===== src/rtl/reduce_pkg.sv =====
// Shared types and elaboration helpers for the pipelined reduction tree.
//   red_op_e      : reduction operator carried with each transaction
//   identity_bit  : padding bit that leaves a reduction unchanged
//   ipow / treeLevels / levelOffset : tree geometry for generate loops
package reduce_pkg;

  typedef enum logic [1:0] {
    RED_OR  = 2'd0,
    RED_AND = 2'd1,
    RED_XOR = 2'd2,
    RED_NOR = 2'd3
  } red_op_e;

  // AND needs 1s as neutral filler; OR/XOR/NOR need 0s.
  function automatic logic identity_bit(input red_op_e op);
    return (op == RED_AND);
  endfunction

  function automatic int unsigned ipow(input int unsigned base, input int unsigned expn);
    int unsigned r;
    r = 1;
    for (int unsigned i = 0; i < expn; i++) r = r * base;
    return r;
  endfunction

  // ceil(log_radix(width)); guarded against a degenerate radix.
  function automatic int unsigned treeLevels(input int unsigned width, input int unsigned radix);
    int unsigned span;
    int unsigned lv;
    span = 1;
    lv   = 0;
    if (radix < 2) return 1;
    while (span < width) begin
      span = span * radix;
      lv++;
    end
    return lv;
  endfunction

  // Flat index of the first node of tree level lvl (levels counted from 1).
  function automatic int unsigned levelOffset(input int unsigned levels, input int unsigned radix,
                                              input int unsigned lvl);
    int unsigned off;
    off = 0;
    for (int unsigned m = 1; m < lvl; m++) off = off + ipow(radix, levels - m);
    return off;
  endfunction

endpackage


===== src/rtl/reduce_node.sv =====
// Combinational RADIX-input tree node.
//   op       : reduction operator (NOR reduces as OR here)
//   bits     : child partial reductions
//   anys     : child "some real bit set" flags
//   idxs     : child lowest-set-bit indices, packed, child 0 in the LSBs
//   result_c : reduction of bits
//   any_c    : OR of anys
//   idx_c    : index of lowest set bit below this node, 0 if none
module reduce_node
  import reduce_pkg::*;
#(
  parameter int unsigned RADIX = 4,
  parameter int unsigned IDX_W = 6,
  parameter int unsigned SPAN  = 1
) (
  input  red_op_e                op,
  input  logic [RADIX-1:0]       bits,
  input  logic [RADIX-1:0]       anys,
  input  logic [RADIX*IDX_W-1:0] idxs,
  output logic                   result_c,
  output logic                   any_c,
  output logic [IDX_W-1:0]       idx_c
);

  // SPAN is the leaf count under each child, so k*SPAN is the child's base index.
  always_comb begin
    result_c = 1'b0;
    any_c    = |anys;
    idx_c    = '0;
    case (op)
      RED_AND: result_c = &bits;
      RED_XOR: result_c = ^bits;
      default: result_c = |bits;
    endcase
    // Scan high to low so the lowest child with a set bit wins.
    for (int k = RADIX - 1; k >= 0; k--) begin
      if (anys[k]) idx_c = IDX_W'(k * SPAN) + idxs[k*IDX_W +: IDX_W];
    end
  end

endmodule


===== src/rtl/reduce_tree_pipe.sv =====
// Pipelined WIDTH-input bitwise reduction (OR/AND/XOR/NOR) with lowest-set-bit
// index and a pass-through tag. One tree level per register stage, so a
// result appears LEVELS cycles after acceptance; throughput one per clock.
//   clk, reset_n          : clock, async active-low reset
//   flush                 : kill everything in flight, refuse input this cycle
//   in_valid / in_ready   : input handshake (in_ready is combinational)
//   in_data, in_op, in_tag: vector, operator, requester tag
//   out_valid / out_ready : output handshake; outputs hold while stalled
//   out_result, out_any, out_idx, out_tag : registered result fields
module reduce_tree_pipe
  import reduce_pkg::*;
#(
  parameter  int unsigned WIDTH = 64,
  parameter  int unsigned RADIX = 4,
  parameter  int unsigned TAG_W = 6,
  localparam int unsigned IDX_W = $clog2(WIDTH)
) (
  input  logic             clk,
  input  logic             reset_n,
  input  logic             flush,
  input  logic             in_valid,
  output logic             in_ready,
  input  logic [WIDTH-1:0] in_data,
  input  red_op_e          in_op,
  input  logic [TAG_W-1:0] in_tag,
  output logic             out_valid,
  input  logic             out_ready,
  output logic             out_result,
  output logic             out_any,
  output logic [IDX_W-1:0] out_idx,
  output logic [TAG_W-1:0] out_tag
);

  localparam int unsigned LEVELS = treeLevels(WIDTH, RADIX);
  localparam int unsigned PADW   = ipow(RADIX, LEVELS);
  localparam int unsigned NREG   = levelOffset(LEVELS, RADIX, LEVELS + 1);
  localparam int unsigned OPN    = (LEVELS > 1) ? LEVELS - 1 : 1;

  if (WIDTH < 2) begin : gBadWidth
    $error("reduce_tree_pipe: WIDTH must be at least 2");
  end
  if (RADIX < 2 || RADIX > 8) begin : gBadRadix
    $error("reduce_tree_pipe: RADIX must be in 2..8");
  end

  // Leaves, padded to a full tree with bits that cannot affect the result.
  logic [PADW-1:0] leafBit;
  logic [PADW-1:0] leafAny;

  // All registered tree levels flattened; the last node is the output stage.
  logic [NREG-1:0]  nodeBit, regBit;
  logic [NREG-1:0]  nodeAny, regAny;
  logic [IDX_W-1:0] nodeIdx [NREG];
  logic [IDX_W-1:0] regIdx  [NREG];

  logic [LEVELS-1:0] stValid;
  logic [TAG_W-1:0]  stTag [LEVELS];
  red_op_e           stOp  [OPN];
  red_op_e           levelOp [LEVELS];

  logic stall;
  logic accept;

  assign stall    = out_valid && !out_ready;
  assign in_ready = !stall && !flush;
  assign accept   = in_valid && in_ready;

  for (genvar j = 0; j < PADW; j++) begin : gLeaf
    if (j < WIDTH) begin : gData
      assign leafBit[j] = in_data[j];
      assign leafAny[j] = in_data[j];
    end else begin : gPad
      assign leafBit[j] = identity_bit(in_op);
      assign leafAny[j] = 1'b0;
    end
  end

  // Operator feeding each tree level travels with its stage.
  always_comb begin
    levelOp[0] = in_op;
    for (int l = 1; l < LEVELS; l++) levelOp[l] = stOp[l-1];
  end

  for (genvar l = 1; l <= LEVELS; l++) begin : gLvl
    localparam int unsigned NN   = ipow(RADIX, LEVELS - l);
    localparam int unsigned OFF  = levelOffset(LEVELS, RADIX, l);
    localparam int unsigned POFF = levelOffset(LEVELS, RADIX, l - 1);
    for (genvar n = 0; n < NN; n++) begin : gNode
      logic [RADIX-1:0]       cBit;
      logic [RADIX-1:0]       cAny;
      logic [RADIX*IDX_W-1:0] cIdx;
      for (genvar k = 0; k < RADIX; k++) begin : gChild
        if (l == 1) begin : gFromLeaf
          assign cBit[k]                 = leafBit[n*RADIX + k];
          assign cAny[k]                 = leafAny[n*RADIX + k];
          assign cIdx[k*IDX_W +: IDX_W]  = '0;
        end else begin : gFromReg
          assign cBit[k]                 = regBit[POFF + n*RADIX + k];
          assign cAny[k]                 = regAny[POFF + n*RADIX + k];
          assign cIdx[k*IDX_W +: IDX_W]  = regIdx[POFF + n*RADIX + k];
        end
      end
      reduce_node #(
        .RADIX(RADIX),
        .IDX_W(IDX_W),
        .SPAN (ipow(RADIX, l - 1))
      ) uNode (
        .op      (levelOp[l-1]),
        .bits    (cBit),
        .anys    (cAny),
        .idxs    (cIdx),
        .result_c(nodeBit[OFF + n]),
        .any_c   (nodeAny[OFF + n]),
        .idx_c   (nodeIdx[OFF + n])
      );
    end
  end

  // Stage registers: global stall freezes everything, flush kills valids only.
  always_ff @(posedge clk or negedge reset_n) begin
    if (!reset_n) begin
      stValid <= '0;
      for (int l = 0; l < LEVELS; l++) stTag[l] <= '0;
      for (int l = 0; l < OPN; l++) stOp[l] <= RED_OR;
      regBit <= '0;
      regAny <= '0;
      for (int i = 0; i < NREG; i++) regIdx[i] <= '0;
    end else if (flush) begin
      stValid <= '0;
    end else if (!stall) begin
      stValid[0] <= accept;
      stTag[0]   <= in_tag;
      stOp[0]    <= in_op;
      for (int l = 1; l < LEVELS; l++) begin
        stValid[l] <= stValid[l-1];
        stTag[l]   <= stTag[l-1];
      end
      for (int l = 1; l < OPN; l++) stOp[l] <= stOp[l-1];
      regBit <= nodeBit;
      // NOR is OR through the tree and only inverted entering the output stage.
      regBit[NREG-1] <= nodeBit[NREG-1] ^ (levelOp[LEVELS-1] == RED_NOR);
      regAny <= nodeAny;
      for (int i = 0; i < NREG; i++) regIdx[i] <= nodeIdx[i];
    end
  end

  assign out_valid  = stValid[LEVELS-1];
  assign out_tag    = stTag[LEVELS-1];
  assign out_result = regBit[NREG-1];
  assign out_any    = regAny[NREG-1];
  assign out_idx    = regIdx[NREG-1];

endmodule


===== config.mk =====
export PLATFORM = sky130hd
export DESIGN_NAME = reduce_tree_pipe
export DESIGN_NICKNAME = d
export VERILOG_FILES = /design/src/rtl/reduce_pkg.sv /design/src/rtl/reduce_node.sv /design/src/rtl/reduce_tree_pipe.sv
export SDC_FILE = /design/constraint.sdc
export NUM_CORES = 1
export LEC_CHECK = 0
export BUFFER_PORTS_ARGS = -buffer_cell sky130_fd_sc_hd__buf_2
export CORE_ASPECT_RATIO = 0.8
export CORE_UTILIZATION = 50
export DETAILED_ROUTE_END_ITERATION = 8
export GPL_ROUTABILITY_DRIVEN = 0
export PLACE_DENSITY = 0.7
export SYNTH_ARGS = -nofsm -noshare
export SYNTH_HDL_FRONTEND = slang
export SYNTH_SLANG_ARGS = --single-unit

===== constraint.sdc =====
create_clock -name clk -period 3.4 [get_ports clk]
set_input_delay 0.68 -clock clk [delete_from_list [all_inputs] [get_ports clk]]
set_output_delay 0.68 -clock clk [all_outputs]
set_load 0.03 [all_outputs]

### Word level (Yosys, flattened, before mapping)

Index checks and enable logic that the tools add are counted.
Widths: inputs -> output; s select.

| cells by class | value |
|---|---|
| equal/unequal tests | 8 |
| add/subtract/negate cells | 15 |
| muxes and demuxes | 107 |
| reduce and logical (&&, ||, !) cells | 75 |
| bitwise gates (word level) | 3 |

Operator list:

| operator | number |
|---|---|
| $mux 2 | 64 |
| $mux 6 | 20 |
| $reduce_or 4->1 | 26 |
| $reduce_and 4->1 | 21 |
| $reduce_xor 4->1 | 21 |
| $add 4x6->6 const A | 8 |
| $pmux 1 s2 | 21 |
| $add 3x6->6 const A | 4 |
| $add 6x6->6 const A | 2 |
| $eq 2x2->1 const B | 4 |
| $add 5x6->6 const A | 1 |
| $eq 2x1->1 const B | 3 |
| $mux 3 | 2 |
| $logic_and 1x1->1 | 3 |
| $logic_not 1->1 | 3 |
| $ne 2x2->1 const B | 1 |
| $not 1->1 | 2 |
| $reduce_and 2->1 | 1 |
| $xor 1x1->1 | 1 |

| word-level totals | value |
|---|---|
| bits of input ports | 77 |
| register bits | 193 |
| output and inout bits | 16 |
| word-level logic and storage cells | 237 |

### Logic depth before layout (Yosys ltp)

| depth | value |
|---|---|
| depth after elaboration | 7 |
| mapped depth | 7 |
| mapped depth without buffers | 6 |

### Cells and area by module

Synthesis repeated with hierarchy kept, for this count alone.

| unflattened totals | value |
|---|---|
| cells, all modules | 1819 |
| area, all modules | 18838.1 um2 |

Modules (own cells, without submodules):

| module | area each (um2) | sequential area each (um2) | instances | cells each |
|---|---|---|---|---|
| reduce_node at gLvl[1].gNode[0].uNode ... | 535.5 | 0.0 | 16 | 70 |
| reduce_tree_pipe | 8220.4 | 4829.6 | 1 | 421 |
| reduce_node at gLvl[2].gNode[0].uNode ... | 421.7 | 0.0 | 4 | 57 |
| reduce_node at gLvl[3].gNode[0].uNode | 362.8 | 0.0 | 1 | 50 |

### Worst setup path before layout

OpenSTA, ideal clock, no wires.

| timing path | value |
|---|---|
| path kind | input -> output |
| start | input out_ready |
| end | output in_ready |
| cell stages on the path | 5 |
| path slack | 1.229 ns |
| data required time | 2.720 ns |
| buffers on the path | 2 |
| arrival time | 1.491 ns |
| cells stage by stage | nor2b_4 or2_4 inv_2 buf_2 buf_2 |

| on the way | value |
|---|---|
| cells in the longest elaborated chain, start to end | 4 |

Ends and longest elaborated chain:

| element | RTL line | text |
|---|---|---|
| from (decl) | reduce_tree_pipe.sv:27 | `input logic out_ready,` |
| $logic_not 1->1 | reduce_tree_pipe.sv:64 | `assign stall = out_valid && !out_ready;` |
| $logic_and 1x1->1 | reduce_tree_pipe.sv:64 |  |
| $logic_not 1->1 | - |  |
| $logic_and 1x1->1 | reduce_tree_pipe.sv:65 | `assign in_ready = !stall && !flush;` |
| to (decl) | reduce_tree_pipe.sv:22 | `output logic in_ready,` |

No other way between the ends.

### Worst setup path in the final report

| timing path | value |
|---|---|
| start | register stValid[2] |
| end | output in_ready |

| on the way | value |
|---|---|
| cells in the longest elaborated chain, start to end | 3 |

Ends and longest elaborated chain:

| element | RTL line | text |
|---|---|---|
| from (decl) | reduce_tree_pipe.sv:56 | `logic [LEVELS-1:0] stValid;` |
| from (signal, indexed assignment) | reduce_tree_pipe.sv:135 | `stValid[l] <= stValid[l-1];` |
| $logic_and 1x1->1 | reduce_tree_pipe.sv:64 |  |
| $logic_not 1->1 | - |  |
| $logic_and 1x1->1 | reduce_tree_pipe.sv:65 |  |

No other way between the ends.

==> reports/qor.yml <==
clock_network:
  path_clk_slew_ns: 0.06
  cts_max_level: 4
  tritoncts: "done"
  numCtsBuffers: 17
  clock-root-buffer: "clkbuf_16"
  cts_sinks: 121
  cts_hold_buf: 0
  postCtsSetupRepairBufs: 0
  cts.path.max_buffers: 2
  cts_resized: 0
  clk_latency_ns: 0.42
cells_and_area:
  stdcell_area_um2: 8650
  fin_cells: 1094
  final_common_cell: "ha_1"
  antennaDiodeCount: 0
  fin_nets: 1098
  n_fill_cell: 1276
  final_cell_mix: "ha_1 (123), nand2_1 (122), dfrtp_1 (121)"
  drive_gt1_frac: 0.149
  syn2layout_area_growth_pct: 14.7
die:
  dieArea_um2: 15600
  io_pins: 93
  start_util: 0.520
  rows: 39
  die_h_um: 112
  die_w_um: 139
  core_area_um2: 14500
timing:
  fin_crit_sh: 0.768
  finClkSkew_ns: 0.0144
  report.final.slew_viol_count: 0
  layout_setup_ws_ns: 0.789
  setup_tns_ns: 0
  max_slew_margin: 0.397
  worst_slew_pin_slew_ns: 0.904
  finalSetupViolations: 0
  layout_min_cycle_time_ns: 2.61
  rsz0062_at_grt: "false"
  max_freq_mhz: 383
  finalHoldViolCount: 0
drt:
  drc: 0
  drt_first_pass_iters: 4
  vias_per_cell: 5.24
  drtIter0Drc: 315
  wl_per_cell_um: 14.4
  ant_nets: 0
  wl_um: 15800
  vias: 5737
yosys:
  netlist.area_leader.share: 0.402
  ys_seq_area_frac: 0.402
  synth_warnings: 0
  synthArstFlopShare: 1.00
  synth_compound_area_frac: 0.166
  syn-num-nets: 1025
  synth_top_family_by_area: "adder cells"
  synth_area_per_cell_um2: 9.14
  synth_xor_area_frac: 0.0256
  syn_area_um2: 7540
  synthAdderAreaFrac: 0.204
  synthMuxAreaShare: 0.00265
  synth_edf_count: 0
  synth-main-ff-cell: "dfrtp_1"
  synth-seq-cells: 121
  yosys-top-cells-area: "dfrtp_1 (40%), ha_1 (20%), nand2_1 (6.1%), inv_1 (5.0%), o21ai_0 (4.7%)"
  synth_cell_types: 36
  synthCells: 825
  synth.largest_area_cell: "dfrtp_1"
  yosys.area_share.simple: 0.119
place:
  placed_area_um2: 8080
  place_ws_ns: 0.864
  dpl.hpwl_um: 11200
  dpl.cell_count: 1063
  port_buffers: 92
worst_setup_path:
  reg2reg_from: "stValid[2]$_DFFE_PN0P_"
  cp-start-kind: "flip-flop"
  reg2reg_to: "gLvl[3].gNode[0].cIdx[14]$_DFFE_PN0P_"
  worst-r2r-cell-count: 6
  crit_path_start: "stValid[2]$_DFFE_PN0P_"
  rrSetupSlack_ns: 1.34
  cp-end-kind: "output pin"
  crit_fanout: 35
  critPathCapture: "in_ready"
  required_ns: 2.72
  cp.arrival_ns: 1.93
  crit_type: "reg -> out"
global_route:
  grt_pass1_wl_um: 26800
  overflow: 0
  grt_pass1_vias: 5577
  antenna_found_initial: 0
  grt_usage: 0.216
  grt_max_degree: 79
hold_path:
  hp-class: "in -> async"
run:
  drv_cap: 0
power_and_ir_drop:
  ir_drop_mv: 0.325
  power_density_nw_per_um2: 478
  total_power_mw: 4.13
  p_leak_nw: 4.38
status:
  status: "completed"
[metal layers]
| metal | track usage | part of all wire |
|---|---|---|
| met1 | 0.306 | 0.50 |
| met2 | 0.336 | 0.45 |
| met3 | 0.0413 | 0.037 |
| met4 | 0.0600 | 0.0083 |
| met5 | 0 | 0 |
[how the worst min path moves through the flow]
stage	cells past startpoint	startpoint	to
3_3_place_gp	2	stTag[10]$_DFFE_PN0P_	out_tag[4]$_DFFE_PN0P_
5_1_grt	1	reset_n	out_tag[1]$_DFFE_PN0P_
6_report	1	reset_n	out_tag[1]$_DFFE_PN0P_
4_1_cts	1	reset_n	out_tag[1]$_DFFE_PN0P_
2_1_floorplan	0	reset_n	gLvl[2].gNode[0].cIdx[0]$_DFFE_PN0P_
3_5_place_dp	2	stTag[9]$_DFFE_PN0P_	out_tag[3]$_DFFE_PN0P_
[state kept, by name, summed over array words and instances (netlist names)]
name / flops
stValid: 3
stTag: 12
levelOp: 4
regAny: 21
gLvl.gNode.cIdx: 48
regBit: 21
out_idx: 6
out_tag: 6
[power by group]
part	switching [mW]	internal (mW)
Clock	0.643	1.08
Combinational	0.434	0.284
Sequential	0.103	1.58
Total	1.18	2.95
[worst max-delay path: stages (launching register included)]
cell and delay (ns):
dfrtp_1 0.37, nor2b_4 0.14, or2_4 0.36, inv_2 0.10, buf_4 0.29, buf_2 0.26
[per-stage QoR]
stage                util  hold WS (ns)
floorplan               -         0.384
global placement    0.558         0.448
detailed placement  0.558         0.449
CTS                 0.597         0.322
global route        0.597         0.340
finish              0.597         0.296
[synthesized netlist by cell type, types with 2 or more instances]
| master | count |
|---|---|
| dfrtp_1 | 121 |
| o41ai_1 | 16 |
| buf_4 | 6 |
| clkbuf_1 | 22 |
| nor2_1 | 58 |
| a32o_1 | 20 |
| o31ai_1 | 12 |
| inv_1 | 101 |
| a21oi_1 | 29 |
| xor2_1 | 22 |
| ha_1 | 123 |
| a221oi_1 | 4 |
| o21ai_0 | 71 |
| o31a_1 | 2 |
| buf_2 | 17 |
| nand3_1 | 20 |
| a31oi_1 | 21 |
| or4_1 | 4 |
| mux2i_1 | 2 |
| nand2_1 | 122 |
| o211ai_1 | 4 |
| nor2b_1 | 7 |
| a22oi_1 | 8 |
[cell families (layout without fill, tap and decap cells)]
kind of cell	Yosys count	in the layout
buffers and inverters	148	233
adder cells (fa/ha/maj)	123	123
AO/OA/AOI/OAI	193	193
multiplexers	2	2
XOR/XNOR	22	22
AND/OR/NAND/NOR	216	216
flip-flops	121	121
[final cells by class]
class | instances | area [µm²] | share of cell area
tap | 184 | 230 | 0.0266
sequential | 121 | 3030 | 0.350
timing repair buffer | 100 | 536 | 0.0619
inverter | 102 | 383 | 0.0443
clock inverter | 13 | 130 | 0.0150
multi-input combinational | 556 | 3910 | 0.451
clock buffer | 18 | 439 | 0.0508
No activity file was read; power rests on OpenSTA's default activity.
